`src/rtl/btn_conditioner.sv`:
```
// ---------------------------------------------------------------------------------------------
// btn_conditioner
//
// Multi-channel push-button conditioner. Each channel is fully independent and has:
//   - a SYNC_STAGES-deep synchroniser on the raw pin,
//   - a symmetric debounce counter (the same qualification time for press and release),
//   - registered one-cycle press / release pulses, set on the edge the debounced level changes,
//   - an optional hold-to-repeat generator (compile-time macro BTN_AUTOREPEAT_EN).
//
// Configuration macro:
//   BTN_AUTOREPEAT_EN  defined   : per-channel IDLE/DELAY/REPEAT FSM drives o_btn_repeat
//                      undefined : no repeat logic, o_btn_repeat tied to 0
//
// Parameters:
//   N_CH              number of button channels (>= 1)
//   SYNC_STAGES       synchroniser depth (>= 2)
//   DEBOUNCE_CYC      consecutive stable cycles needed to accept a new level (>= 1)
//   REPEAT_DELAY_CYC  cycles from the press pulse to the first repeat pulse
//   REPEAT_RATE_CYC   cycles between subsequent repeat pulses
//
// Ports:
//   i_clk          system clock
//   i_rst          asynchronous active-high reset
//   i_btn          raw asynchronous button pins, 1 = pressed
//   o_btn_level    debounced level per channel
//   o_btn_press    one-cycle pulse on a debounced 0->1 transition
//   o_btn_release  one-cycle pulse on a debounced 1->0 transition
//   o_btn_repeat   one-cycle auto-repeat pulse (0 without BTN_AUTOREPEAT_EN)
// ---------------------------------------------------------------------------------------------
module btn_conditioner #(
  parameter int unsigned N_CH             = 4,
  parameter int unsigned SYNC_STAGES      = 2,
  parameter int unsigned DEBOUNCE_CYC     = 500_000,
  parameter int unsigned REPEAT_DELAY_CYC = 50_000_000,
  parameter int unsigned REPEAT_RATE_CYC  = 10_000_000
) (
  input  logic            i_clk,
  input  logic            i_rst,
  input  logic [N_CH-1:0] i_btn,
  output logic [N_CH-1:0] o_btn_level,
  output logic [N_CH-1:0] o_btn_press,
  output logic [N_CH-1:0] o_btn_release,
  output logic [N_CH-1:0] o_btn_repeat
);

  localparam int unsigned CNT_W = $clog2(DEBOUNCE_CYC + 1);
  // Last count value before a differing level is accepted.
  localparam logic [CNT_W-1:0] CNT_MAX = CNT_W'(DEBOUNCE_CYC - 1);

  // Elaboration-time parameter sanity checks.
  if (N_CH < 1) begin : g_chk_nch
    $error("btn_conditioner: N_CH must be >= 1");
  end
  if (SYNC_STAGES < 2) begin : g_chk_sync
    $error("btn_conditioner: SYNC_STAGES must be >= 2");
  end
  if (DEBOUNCE_CYC < 1) begin : g_chk_deb
    $error("btn_conditioner: DEBOUNCE_CYC must be >= 1");
  end
  if ((REPEAT_DELAY_CYC < 1) || (REPEAT_RATE_CYC < 1)) begin : g_chk_rpt
    $error("btn_conditioner: REPEAT_DELAY_CYC and REPEAT_RATE_CYC must be >= 1");
  end

`ifdef BTN_AUTOREPEAT_EN
  localparam int unsigned RPT_SPAN =
      (REPEAT_DELAY_CYC > REPEAT_RATE_CYC) ? REPEAT_DELAY_CYC : REPEAT_RATE_CYC;
  localparam int unsigned RPT_W = $clog2(RPT_SPAN + 1);
  localparam logic [RPT_W-1:0] DLY_MAX  = RPT_W'(REPEAT_DELAY_CYC - 1);
  localparam logic [RPT_W-1:0] RATE_MAX = RPT_W'(REPEAT_RATE_CYC - 1);

  typedef enum logic [1:0] {
    StIdle   = 2'd0,
    StDelay  = 2'd1,
    StRepeat = 2'd2
  } rpt_state_e;
`endif

  for (genvar gi = 0; gi < N_CH; gi++) begin : g_ch

    // -----------------------------------------------------------------------------------------
    // Synchroniser
    // -----------------------------------------------------------------------------------------
    logic [SYNC_STAGES-1:0] r_sync;
    logic                   w_s;

    always_ff @(posedge i_clk or posedge i_rst) begin
      if (i_rst) begin
        r_sync <= '0;
      end else begin
        r_sync <= {r_sync[SYNC_STAGES-2:0], i_btn[gi]};
      end
    end

    assign w_s = r_sync[SYNC_STAGES-1];

    // -----------------------------------------------------------------------------------------
    // Debounce
    // -----------------------------------------------------------------------------------------
    logic [CNT_W-1:0] r_cnt;
    logic [CNT_W-1:0] w_cnt_d;
    logic             r_level;
    logic             r_press;
    logic             r_release;
    logic             w_diff;
    logic             w_done;
    logic             w_rise;
    logic             w_fall;

    always_comb begin
      w_diff = (w_s != r_level);
      // Level is accepted once the differing value has survived DEBOUNCE_CYC edges in a row.
      w_done = w_diff && (r_cnt == CNT_MAX);
      w_rise = w_done && w_s;
      w_fall = w_done && !w_s;
      // Any single matching cycle restarts qualification; counter clears on acceptance too,
      // so it never wraps.
      if (!w_diff || w_done) begin
        w_cnt_d = '0;
      end else begin
        w_cnt_d = r_cnt + CNT_W'(1);
      end
    end

    always_ff @(posedge i_clk or posedge i_rst) begin
      if (i_rst) begin
        r_cnt     <= '0;
        r_level   <= 1'b0;
        r_press   <= 1'b0;
        r_release <= 1'b0;
      end else begin
        r_cnt     <= w_cnt_d;
        if (w_done) begin
          r_level <= w_s;
        end
        r_press   <= w_rise;
        r_release <= w_fall;
      end
    end

    assign o_btn_level[gi]   = r_level;
    assign o_btn_press[gi]   = r_press;
    assign o_btn_release[gi] = r_release;

`ifdef BTN_AUTOREPEAT_EN
    // -----------------------------------------------------------------------------------------
    // Hold-to-repeat FSM
    // -----------------------------------------------------------------------------------------
    rpt_state_e       r_state;
    rpt_state_e       w_state_d;
    logic [RPT_W-1:0] r_rcnt;
    logic [RPT_W-1:0] w_rcnt_d;
    logic             r_repeat;
    logic             w_repeat_d;
    logic             w_fire;

    // State register
    always_ff @(posedge i_clk or posedge i_rst) begin
      if (i_rst) begin
        r_state  <= StIdle;
        r_rcnt   <= '0;
        r_repeat <= 1'b0;
      end else begin
        r_state  <= w_state_d;
        r_rcnt   <= w_rcnt_d;
        r_repeat <= w_repeat_d;
      end
    end

    // Next-state logic. The FSM enters DELAY on the same edge the press pulse is set, so the
    // press cycle sees count 0 and the first repeat lands REPEAT_DELAY_CYC cycles later.
    always_comb begin
      w_state_d = r_state;
      w_rcnt_d  = r_rcnt;
      if (w_rise) begin
        w_state_d = StDelay;
        w_rcnt_d  = '0;
      end else if (w_fall || !r_level) begin
        w_state_d = StIdle;
        w_rcnt_d  = '0;
      end else begin
        unique case (r_state)
          StIdle: begin
            w_rcnt_d = '0;
          end
          StDelay: begin
            if (r_rcnt == DLY_MAX) begin
              w_state_d = StRepeat;
              w_rcnt_d  = '0;
            end else begin
              w_rcnt_d = r_rcnt + RPT_W'(1);
            end
          end
          StRepeat: begin
            if (r_rcnt == RATE_MAX) begin
              w_rcnt_d = '0;
            end else begin
              w_rcnt_d = r_rcnt + RPT_W'(1);
            end
          end
          default: begin
            w_state_d = StIdle;
            w_rcnt_d  = '0;
          end
        endcase
      end
    end

    // Output logic: pulse at the end of each delay/rate period, suppressed on the release edge
    // so repeat and release never coincide.
    always_comb begin
      w_fire = ((r_state == StDelay) && (r_rcnt == DLY_MAX)) ||
               ((r_state == StRepeat) && (r_rcnt == RATE_MAX));
      w_repeat_d = w_fire && r_level && !w_fall;
    end

    assign o_btn_repeat[gi] = r_repeat;
`else
    assign o_btn_repeat[gi] = 1'b0;
`endif

  end

endmodule

```
`config.mk`:
```
export PLATFORM = sky130hd
export DESIGN_NAME = btn_conditioner
export DESIGN_NICKNAME = d
export VERILOG_FILES = /design/src/rtl/btn_conditioner.sv
export SDC_FILE = /design/constraint.sdc
export NUM_CORES = 1
export LEC_CHECK = 0
export CAP_MARGIN = 20
export CORE_MARGIN = 8
export CORE_UTILIZATION = 59
export CTS_CLUSTER_DIAMETER = 60
export CTS_CLUSTER_SIZE = 30
export DETAILED_ROUTE_END_ITERATION = 16
export GPL_TIMING_DRIVEN = 0
export PLACE_DENSITY = 0.78
export SKIP_LAST_GASP = 1
export SLEW_MARGIN = 20
export SYNTH_ARGS = -nofsm -noshare
export SYNTH_HDL_FRONTEND = slang
export SYNTH_SLANG_ARGS = --single-unit
```
`constraint.sdc`:
```
create_clock -name i_clk -period 7.43 [get_ports i_clk]
set_input_delay 1.486 -clock i_clk [delete_from_list [all_inputs] [get_ports i_clk]]
set_output_delay 1.486 -clock i_clk [all_outputs]
set_load 0.1 [all_outputs]
```
==> out/metrics.cfg, run 1 <==
[synthesis]
synth_adder_area_share_pct=1.07
synth_area_sq_um=4660
yosysWarnings=0
synthSimpleGateAreaFrac_pct=26.1
synth_compound_area_share_pct=5.24
synth_area_leaders=dfrtp_1 (52%), xnor2_1 (6.4%), nor2_1 (5.3%), xor2_1 (3.9%), nand4_1 (3.2%)
synth_top_family_by_area=simple AND/OR/NAND/NOR gates
async_flop_share_pct=100
synthCells=457
ys_seq_area_share_pct=51.6
synth_edf_count=0
ys_ff_latch=96
synth_top_flop_cell=dfrtp_1
synth_area_per_cell_sq_um=10.2
synthMuxAreaShare_pct=1.34
synth_top_area_cell=dfrtp_1
synth_top_area_share_pct=51.6
synth_xor_xnor_area_share_pct=10.3
synthDistinctLibCells=41

[critical_path]
arrival_ns=2.05
cp-end-kind=primary output
slowest_delay_ns=1.12
worst-path-buf-inv=2
r2r_end=g_ch[2].r_cnt[16]
cpMaxStageDelayCell=clkdlybuf4s50_1
ff2ff_setup_slack_ns=5.24
crit_chain=buf_4, clkdlybuf4s50_1
crit_required_ns=5.94
critPathTopFamily=buffers and inverters
r2r_start=g_ch[2].r_cnt[0]
crit_fanout=5
cp-start-kind=flop
path_class=reg2out
reg2reg_depth=5

[min_path]
whs_endpoint=g_ch[1].r_sync[1]
hp-start=g_ch[1].r_sync[0]
min_path_cells=0
min_path_type=reg2reg

[cells_and_area]
regArea_sq_um=2400
multi_input_area_sq_um=2070
drive_above_1_share_pct=11.2
fillers=608
utilization_pct=67.6
area_delta_synth_final_pct=11.5
num-nets-final=499
stdcell_count=595
fin_area_sq_um=5190
antennaDiodeCount=0

[floorplan]
core_sq_um=7690
die_y_microns=105
start_util_pct=60.6
rows=32
die_w_microns=105
die_area_sq_um=11000
io_pins=22

[sta]
hold-worst-slack_ns=0.359
hold_viol_final=0
slew_headroom_pct=33.9
rsz0062_at_grt=false
tightest_slew_ns=0.989
finalMaxSlewViolations=0
post-route-period-util_pct=47.6
period_needed_ns=3.54
setup_viol=0
max_freq_mhz=283
layout_setup_ws_ns=3.89
setup-tns-final_ns=0
clock-skew-final_ns=0.0106

[routing]
routed_wl_mm=8.59
drc=0
antenna_left=0
vias=3399
via_per_inst=5.71
first_iter_violations=104
firstDrtPassIters=4
wl_per_cell_microns=14.4

[place]
port-buffer-count=17
place_area_sq_um=5000
dp_hpwl_mm=6.04
dp_worst_setup_slack_ns=4.29
dp_cells=580
place_congestion=0.845

[clocking]
cts_tree=built
cts_post_setup_buffers_inserted=0
cts-buffers-inserted=9
ctsLongestPathBuffers=2
cts-htree-levels=3
clock-sinks=96
clk_latency_ns=0.36
hold_buffers=0
cts_resized=0
ctsRootBufferMaster=clkbuf_8
path_clk_slew_ns=0.10

[grt]
grt_max_degree=61
grt_pass1_wl_mm=15.0
antenna_found_initial=0
overflow=0
track_usage_pct=16.1
grt_pass1_vias=3460

[run_status]
status=complete, no violations

[pwr]
p_per_area_nw_per_um2=176
power_mw=0.916
ir_worst_vdd_mv=0.129
p_leak_nw=2.12

[run]
maxCapViolCount=0

-- flip-flops by register name, indices dropped and copies added (netlist names) --
signal	count
g_ch.r_release	4
g_ch.r_cnt	76
g_ch.r_level	4
g_ch.r_press	4
g_ch.r_sync	8
-- synth_stat cells, drive strengths merged (4+ instances only) --
cell type  number
o21ai          12
and3            9
or4            10
inv             9
mux2            4
nor3b          11
o31ai           6
buf            22
nor2           66
nand4          25
and4            4
nor4           13
nand3          29
or2             5
xor2           21
xnor2          34
ha              4
a21oi          16
nor3           13
nand2          25
dfrtp          96
or3             8
-- worst reg2reg max path, stage by stage, from the launching register on --
cell	delay, ns
dfrtp_1	0.40
ha_1	0.22
nand4_1	0.40
o41ai_4	0.65
buf_2	0.32
nor2_1	0.08
-- how the worst max path moves through the flow --
stage	slack, ns	cells past startpoint	from	to
floorplan	3.44	1	i_rst	g_ch[0].r_cnt[0]
global placement	2.08	2	i_rst	g_ch[2].r_cnt[16]
detailed placement	4.29	2	g_ch[1].r_level	o_btn_level[1]
CTS	3.86	2	g_ch[1].r_level	o_btn_level[1]
global route	3.83	2	g_ch[1].r_level	o_btn_level[1]
finish	3.89	2	g_ch[1].r_level	o_btn_level[1]
-- cell usage in the layout (no fill, tap or decap), drive strengths merged, types with 2 or more instances in the layout --
master	instances
dfrtp	96
nand4	25
buf	23
or2	5
and4	4
mux2	4
ha	4
nor4b	2
nand3b	2
o41ai	2
clkdlybuf4s50	17
nor2	66
nor3	13
o31ai	6
inv	10
xor2	21
nor4bb	2
xnor2	34
clkinv	3
a21oi	16
clkbuf	11
o21ai	12
and3	9
conb	4
or4	10
and2	2
nand2	25
nor3b	11
nand3	29
or3	8
nor4	13
-- cells by family after synthesis --
group                    count (synthesis)
AO/OA/AOI/OAI                           36
XOR/XNOR                                55
adder cells (fa/ha/maj)                  4
buffers and inverters                   33
flip-flops                              96
multiplexers                             5
other                                    1
AND/OR/NAND/NOR                        227
-- report_power, final --
part	switching (mW)	total [mW]	internal (mW)
registers	0.00806	0.537	0.529
clock network	0.179	0.335	0.155
logic	0.0304	0.0437	0.0132
total	0.218	0.916	0.698
-- metal layers --
layer / vias up / GRT usage [%] / share of wire, %
li1: 1658 / - / -
met1: 1696 / 19.2 / 46
met2: 39 / 27.5 / 49
met3: 6 / 5.28 / 4.1
met4: 0 / 3.67 / 0.77
met5: - / 0 / 0
-- cell type report --
class	count	share of cell area, %
Sequential cell	96	46.3
Multi-Input combinational cell	331	39.9
Timing Repair Buffer	18	3.81
Buffer	24	3.16
Tap cell	102	2.46
Clock buffer	9	2.38
Clock inverter	6	1.32
Inverter	9	0.747
Power figures use the tool's default switching activity.
==> run 2: changes to the inputs <==
clock period = 3.4 ns   (was 7.43 ns; I/O delays follow)
==> results of run 2 <==
Same layout as run 1 (identical final DEF). Status: complete, no violations.
Main changes from that run: setup slack after placement 4.29 ns -> 1.06 ns; setup slack after layout 3.89 ns -> 0.671 ns; register-to-register setup slack 5.24 ns -> 1.21 ns; total power 0.916 mW -> 2.00 mW; worst IR drop on VDD 0.129 mV -> 0.281 mV
==> run 3: changes to the inputs <==
CORE_UTILIZATION = 54   (was 59)
PLACE_DENSITY = 0.75   (was 0.78)
clock period = 2.4 ns   (was 3.4 ns; I/O delays follow)
==> run 3 against run 2 <==
  * Global-route usage about the same
  * Wire length is 1.6% higher
  * Non-clock buffer count up 2
  * Register-to-register slack got worse by 1.0 ns
  * Critical path depth unchanged
  * Combinational power rose by 50%
  * Hold slack worse by 0.0024 ns
  * Sequential share of layout area is 0.29 points lower
  * Critical path type unchanged
  * Critical endpoint is now o_btn_level[2]
  * Largest cell class unchanged
==> out/metrics.cfg, run 3 (same netlist as run 1, synthesis figures left out) <==
[run_status]
status=complete, no violations

[cells_and_area]
regMostFlops=g_ch.r_cnt
fin_area_sq_um=5230
num-nets-final=501
top_regs=g_ch.r_cnt: 76 flops, g_ch.r_sync: 8 flops
drive_above_1_share_pct=11.5
antennaDiodeCount=0
utilization_pct=61.1
final_cell_mix=dfrtp_1 (96), nor2_1 (66), xnor2_1 (34)
final_common_cell=dfrtp_1
largest_reg_flops=76
fillers=710
area_delta_synth_final_pct=12.2

[floorplan]
die_area_sq_um=11900
io_pins=22
die_y_microns=109
core_sq_um=8550
die_w_microns=109
rows=34
start_util_pct=54.5

[clocking]
hold_buffers=0
path_clk_slew_ns=0.09
ctsRootBufferMaster=clkbuf_8
cts-htree-levels=3
cts-buffers-inserted=9
cts_tree=built
clock-sinks=96
ctsLongestPathBuffers=2
clk_latency_ns=0.36

[routing]
firstDrtPassIters=4
routed_wl_mm=8.72
first_iter_violations=117
drc=0
vias=3372
via_per_inst=5.58
wl_per_cell_microns=14.4
antenna_left=0

[critical_path]
arrival_ns=1.77
crit_chain=buf_4, dlygate4sd2_1
r2r_end=g_ch[1].r_cnt[14]
cp-start-kind=flop
reg2reg_depth=5
slowest_delay_ns=0.84
path_class=reg2out
cpMaxStageDelayCell=dlygate4sd2_1
ff2ff_setup_slack_ns=0.20
crit_required_ns=1.92
cp-end-kind=primary output
crit_fanout=5
r2r_start=g_ch[1].r_cnt[0]

[min_path]
whs_endpoint=g_ch[2].r_sync[1]
min_path_cells=0
min_path_type=reg2reg
hp-start=g_ch[2].r_sync[0]

[sta]
hold_viol_final=0
finalMaxSlewViolations=0
clock-skew-final_ns=0.0118
slew_headroom_pct=35.5
layout_setup_ws_ns=0.149
post-route-period-util_pct=93.8
tightest_slew_ns=0.965
setup_viol=0
period_needed_ns=2.25
rsz0062_at_grt=false
max_freq_mhz=444
setup-tns-final_ns=0

[grt]
grt_pass1_vias=3401
antenna_found_initial=0
track_usage_pct=16.0
overflow=0
grt_pass1_wl_mm=15.5
grt_max_degree=33

[place]
place_congestion=0.841
port-buffer-count=17
dp_hpwl_mm=6.05
place_area_sq_um=5040
dp_worst_setup_slack_ns=0.202

[pwr]
ir_worst_vdd_mv=0.281
p_leak_nw=2.20
power_mw=2.88
p_per_area_nw_per_um2=551

[run]
maxCapViolCount=0

run 3: cell types whose count changed in the layout (fill, tap and decap cells not counted), moves of 2 or more:
cell,previous run,this run
clkdlybuf4s50_1,17,5
dlygate4sd2_1,0,11
buf_12,0,3
inv_6,2,0
run 3: how the worst max path moves through the flow:
stage	end	start	depth (start not counted)	slack, ns
floorplan	g_ch[2].r_level	g_ch[2].r_cnt[0]	4	0.52
global placement	g_ch[1].r_cnt[13]	i_rst	2	-0.20
detailed placement	g_ch[1].r_cnt[14]	g_ch[1].r_cnt[0]	5	0.20
CTS	o_btn_release[3]	g_ch[3].r_release	2	0.009
global route	g_ch[1].r_cnt[6]	g_ch[1].r_cnt[0]	5	0.02
finish	o_btn_level[2]	g_ch[2].r_level	2	0.15
run 3: per-stage QoR:
step | hold slack [ns] | instances
floorplan | 0.331 | 460
global route | 0.370 | 604
detailed placement | 0.339 | 588
global placement | 0.336 | 585
CTS | 0.358 | 604
finish | 0.357 | 604
run 3: where the power goes:
| group | internal [mW] | switching (mW) |
|---|---|---|
| combinational | 0.0463 | 0.0966 |
| sequential | 1.64 | 0.0256 |
| clock | 0.509 | 0.563 |
| total | 2.19 | 0.686 |
run 3: critical path, delay by kind of cell (launching register included):
| kind | cells | cell delay, ns |
|---|---|---|
| flip-flops | 1 | 0.44 |
| buffers and inverters | 2 | 0.97 |
run 3: timing repair:
action / 4_1_cts / 5_1_grt
resized for setup: 11 / 1
buffers inserted: 0 / 0
endpoints found under the setup margin: 11 / 1
run 3: final cells by class:
type / instances / area [sq um] / share of cell area (%)
Clock buffer: 11 / 141 / 2.71
Tap cell: 108 / 135 / 2.59
Inverter: 9 / 37.5 / 0.718
Multi-Input combinational cell: 331 / 2070 / 39.6
Clock inverter: 5 / 56.3 / 1.08
Timing Repair Buffer: 20 / 219 / 4.19
Buffer: 24 / 164 / 3.14
Sequential cell: 96 / 2400 / 46.0
run 3: layer usage:
layer  vias up  part of all wire (%)  global-route usage, %
li1       1667                     -                      -
met1      1630                    47                   20.8
met2        61                    47                   25.7
met3        14                   3.9                   2.84
met4         0                   2.1                   7.43
met5         -                     0                      0
==> RTL edit 1 (settings of run 2) <==
Add a define of `BTN_AUTOREPEAT_EN`.
--- a/src/rtl/btn_conditioner.sv
+++ b/src/rtl/btn_conditioner.sv
@@ -27,6 +27,8 @@
 //   o_btn_release  one-cycle pulse on a debounced 1->0 transition
 //   o_btn_repeat   one-cycle auto-repeat pulse (0 without BTN_AUTOREPEAT_EN)
 // ---------------------------------------------------------------------------------------------
+`define BTN_AUTOREPEAT_EN
+
 module btn_conditioner #(
   parameter int unsigned N_CH             = 4,
   parameter int unsigned SYNC_STAGES      = 2,
Function: no difference found for any inputs over 10 cycles, from zero or initial values and one cycle with i_rst high; that may be too few to reach the edited logic, so the function may still have changed.
==> RTL edit 1 against run 2 <==
- power increased by 130%
- critical endpoint is now o_btn_level[0]
- design area increased by 120%
- cell count increased by 130%
- area after synthesis increased by 120%
- first-iteration DRC count increased to 4.6 times the old value
- clock power increased to 2.7 times the old value
- worst setup slack got worse by 0.17 ns
- critical path type unchanged
- routed wire length increased by 130%
- largest cell class unchanged
- sequential power increased by 120%
- sequential cell count increased by 116
- largest power group unchanged
- register-to-register slack got worse by 0.44 ns
- fmax decreased by 5.8%
==> RTL edit 1: results (changes against run 2) <==
synth_area_leaders: "dfrtp_1 (51%), xor2_1 (9.0%), nor2_1 (8.0%)"
wl_met1_mm: 9.18  # +130%
comb_power_share_pct: 2.4  # -2.4 points
ys.flop_type: "dfrtp_1"
synthTopCellsByCount: "nor2_1 (223), dfrtp_1 (212), xor2_1 (107), nand3_1 (73)"
dp_hpwl_mm: 13.6  # +120%
htreeDepth: 1  # -2
gp_congestion: 0.834  # -1.3%
use_met1_pct: 24.1  # +4.9 points
dr_wl_met2_mm: 9.16  # +120%
grt_start_max_net_pins: 35  # -43%
layout-drive-gt1-share_pct: 6.60  # -4.6 points
synth_warnings: 0  # unchanged
fin_nets: 1142  # +130%
post_cts_buffers: 0  # unchanged
ys_seq_area_share_pct: 50.7  # -0.87 points
grt_use_total_pct: 17.8  # +1.7 points
hold_class: "register to register"
tightestPinTransition_ns: 0.979  # -0.0102 ns
diodes: 0  # unchanged
swShare_pct: 22.1  # -1.6 points
power.leakage_nw: 4.82  # +130%
firstDrtPassIters: 5  # +1
worstSkewPairLatency_ns: 0.49  # +0.13 ns
ir_drop_mv: 0.435  # +55%
antenna_found_initial: 0  # unchanged
clock_path_buffers: 3  # +1
top_regs: "g_ch.r_rcnt (104), g_ch.r_cnt (76)"
grt_pass1_wl_mm: 33.9  # +130%
top_layer_used: "met4"
clockRootBuffer: "clkbuf_16"
drt_iter0_drc: 474  # +360%
vias: 7536  # +120%
ctsResizeCount: 0  # unchanged
crit_slowest_cell: "clkdlybuf4s50_1"
clock_power_w: 0.00198  # +170%
clk_pin_slew_ns: 0.08  # -0.02 ns
critPathTopFamily: "buffers and inverters"
met3_wirelength_um: 662  # +89%
status: "finished, final reports clean"
wl_per_cell_um: 14.4  # -0.24%
grtUsageMet2_pct: 29.5  # +2.0 points
max-cap-violations: 0  # unchanged
grt_pass1_vias: 7355  # +110%
worstPathArrival_ns: 2.22  # +0.17 ns
numCtsBuffers: 16  # +7
worst_path_largest_cell_delay_ns: 1.12  # about the same
port_buffers: 21  # +4
critPathMaxFanout: 5  # unchanged
async_flop_share_pct: 100  # unchanged
fin_skew_ns: 0.0177  # +0.00705 ns
gr-usage-met3_pct: 2.31  # -3.0 points
synthDistinctLibCells: 47  # +15%
RTL edit 1: cell families (layout without fill, tap and decap cells):
family | Yosys count | count (layout) | synth area share (%)
AOI/OAI and AO/OA | 31 | 31 | 2.14
xor gates and xnor gates | 168 | 168 | 14.1
adders and majority gates | 24 | 24 | 2.87
buffers and inverters | 69 | 125 | 3.31
DFF | 212 | 212 | 50.7
and+or+nand+nor | 562 | 562 | 26.9
RTL edit 1: through the flow:
| stage | power, W | instances | setup WS, ns | TNS [ns] | instance area, µm² |
|---|---|---|---|---|---|
| after floorplan | 0.00267 | 1066 | -0.0362 | -7.67 | 10500 |
| after global placement | 0.00270 | 1312 | -1.60 | -336.53 | 11000 |
| after detailed placement | 0.00272 | 1319 | 0.801 | 0 | 11100 |
| after CTS | 0.00471 | 1347 | 0.465 | 0 | 11700 |
| after global routing | 0.00482 | 1347 | 0.460 | 0 | 11700 |
| final | 0.00464 | 1347 | 0.503 | 0 | 11700 |
RTL edit 1: cell type report:
class / count / area (µm²)
tap: 225 / 282
timing repair buffer: 28 / 350
fill: 1361 / 5640
clock buffer: 18 / 439
sequential: 212 / 5310
inverter: 32 / 124
clock inverter: 10 / 108
buffer: 37 / 226
multi-input combinational: 785 / 4820
RTL edit 1: final timing paths:
check | startpoint | to | cells past startpoint | slack [ns]
setup / recovery | g_ch[0].r_level | o_btn_level[0] | 2 | 0.50
hold / removal | g_ch[3].r_sync[0] | g_ch[3].r_sync[1] | 0 | 0.35
setup reg to reg | g_ch[3].r_rcnt[0] | g_ch[3].r_rcnt[13] | 9 | 0.77
hold reg to reg | g_ch[3].r_sync[0] | g_ch[3].r_sync[1] | 0 | 0.35
max in group asynchronous | i_rst | g_ch[3].r_cnt[11] | 6 | 1.70
min in group asynchronous | i_rst | g_ch[1].r_cnt[1] | 2 | 0.54
==> RTL edit 2 (settings of run 2) <==
Made on the original files. Put one more register stage on the output `o_btn_level`, cleared by the reset. The value now appears one clock later. The other outputs are not delayed to match.
--- a/src/rtl/btn_conditioner.sv
+++ b/src/rtl/btn_conditioner.sv
@@ -47,6 +47,8 @@
   // Last count value before a differing level is accepted.
   localparam logic [CNT_W-1:0] CNT_MAX = CNT_W'(DEBOUNCE_CYC - 1);
 
+  logic [N_CH-1:0] o_btn_level_d;
+
   // Elaboration-time parameter sanity checks.
   if (N_CH < 1) begin : g_chk_nch
     $error("btn_conditioner: N_CH must be >= 1");
@@ -137,7 +139,7 @@
       end
     end
 
-    assign o_btn_level[gi]   = r_level;
+    assign o_btn_level_d[gi]   = r_level;
     assign o_btn_press[gi]   = r_press;
     assign o_btn_release[gi] = r_release;
 
@@ -220,5 +222,13 @@
 
   end
 
+  always_ff @(posedge i_clk or posedge i_rst) begin
+    if (i_rst) begin
+      o_btn_level <= '0;
+    end else begin
+      o_btn_level <= o_btn_level_d;
+    end
+  end
+
 endmodule
 
Check against the original RTL: same outputs for any inputs over 10 cycles, from zero or initial values and one cycle with i_rst high; that may be too few to reach the edited logic, so the function may still have changed.
==> RTL edit 2 against run 2 <==
- sequential power grew 4%
- routed wire length grew 0.17%
- first-iteration DRC count grew 17%
- power grew 9.0%
- synthesized cell count is the same
- sequential cell count grew 4
- area after synthesis grew 1.5%
- count of clock-buffer cells in the layout grew 2
- highest routed layer unchanged
- worst setup slack gained 0.074 ns
- cell count grew 0.17%
- sequential share of layout area grew 0.92 points
- design area grew 2.1%
- hold slack lost 0.0048 ns
==> RTL edit 2: results (changes against run 2) <==
hold_class: "register to register"
clock_power_w: 0.000862  # +18%
dpl-instance-area_um2: 5070  # +1.4%
relSlewSlack_pct: 34.3  # +0.45 points
fin_skew_ns: 0.0118  # +0.00111 ns
ys_seq_area_share_pct: 52.9  # +1.4 points
drt_iter0_drc: 122  # +17%
max-cap-violations: 0  # unchanged
nFillCells: 609  # +0.16%
fin_cells: 596  # +0.17%
power.leakage_nw: 2.17  # +2.8%
dp_slack_ns: 1.14  # +0.0748 ns
worstPathArrival_ns: 1.98  # -0.07 ns
status: "finished, final reports clean"
grt_use_total_pct: 16.2  # +0.16 points
wl_per_cell_um: 14.4  # about the same
layout-drive-gt1-share_pct: 10.5  # -0.63 points
worst_path_largest_cell_delay_ns: 1.12  # about the same
powerComb_w: 0.0000962  # +0.8%
synth_area_leaders: "dfrtp_1 (53%), xnor2_1 (6.3%), nor2_1 (5.2%)"
dp_hpwl_mm: 6.06  # +0.22%
ir_drop_mv: 0.275  # -2.0%
grt_pass1_wl_mm: 15.1  # +0.87%
ctsResizeCount: 0  # unchanged
clk_pin_slew_ns: 0.10  # about the same
synthCells: 457  # unchanged
synthTopCellsByCount: "dfrtp_1 (100), nor2_1 (66), xnor2_1 (34), nand3_1 (29), nand2_1 (25)"
crit_slowest_cell: "clkdlybuf4s50_1"
critPathMaxFanout: 1  # -4
grt_start_max_net_pins: 70  # +15%
vias: 3415  # +0.47%
gp_congestion: 0.840  # -0.57%
p_seq_w: 0.00122  # +4%
p_int_w: 0.00169  # +11%
==> RTL edit 2: cell count changes after synthesis <==
| cell | before | now |
|---|---|---|
| buf_4 | 16 | 12 |
| dfrtp_1 | 96 | 100 |
==> RTL edit 2: layout make-up <==
type,count,area [µm²],area share [%]
timing repair buffer,18,198,3.73
buffer,20,134,2.52
inverter,9,38.8,0.731
sequential,100,2500,47.2
tap,102,128,2.41
multi-input combinational,331,2070,39.0
clock inverter,5,82.6,1.56
clock buffer,11,151,2.85
==> RTL edit 2: final timing paths <==
path,depth (start not counted),end,from,slack (ns)
max reg2reg,5,g_ch[2].r_cnt[11],g_ch[2].r_cnt[0],1.20
max,2,o_btn_release[2],g_ch[2].r_release,0.74
max in group asynchronous,3,g_ch[3].r_cnt[17],i_rst,2.13
min in group asynchronous,2,o_btn_level[0],i_rst,0.65
min,0,g_ch[1].r_sync[1],g_ch[1].r_sync[0],0.35
min reg2reg,0,g_ch[1].r_sync[1],g_ch[1].r_sync[0],0.35
==> RTL edit 2: per-layer routing <==
layer  up-vias  routed length (µm)  track usage (%)
met5         -                   0                0
met4         0                  55             2.91
met3         5                 281             4.08
met2        57                4340             27.8
met1      1687                3930             20.5
li1       1666                   -                -
==> RTL edit 2: worst max-delay path, delay by kind of cell (launching register included) <==
kind | cells | cell delay [ns]
DFF | 1 | 0.37
buffers and inverters | 2 | 1.23
==> RTL edit 2: logic make-up after synthesis <==
| kind of cell | count (synthesis) | synth area share [%] |
|---|---|---|
| muxes | 5 | 1.32 |
| adders and majority gates | 4 | 1.06 |
| and+or+nand+nor | 227 | 25.7 |
| AOI/OAI and AO/OA | 36 | 5.16 |
| DFF | 100 | 52.9 |
| other | 1 | 0.0793 |
| xor gates and xnor gates | 55 | 10.2 |
| buffers and inverters | 29 | 3.54 |
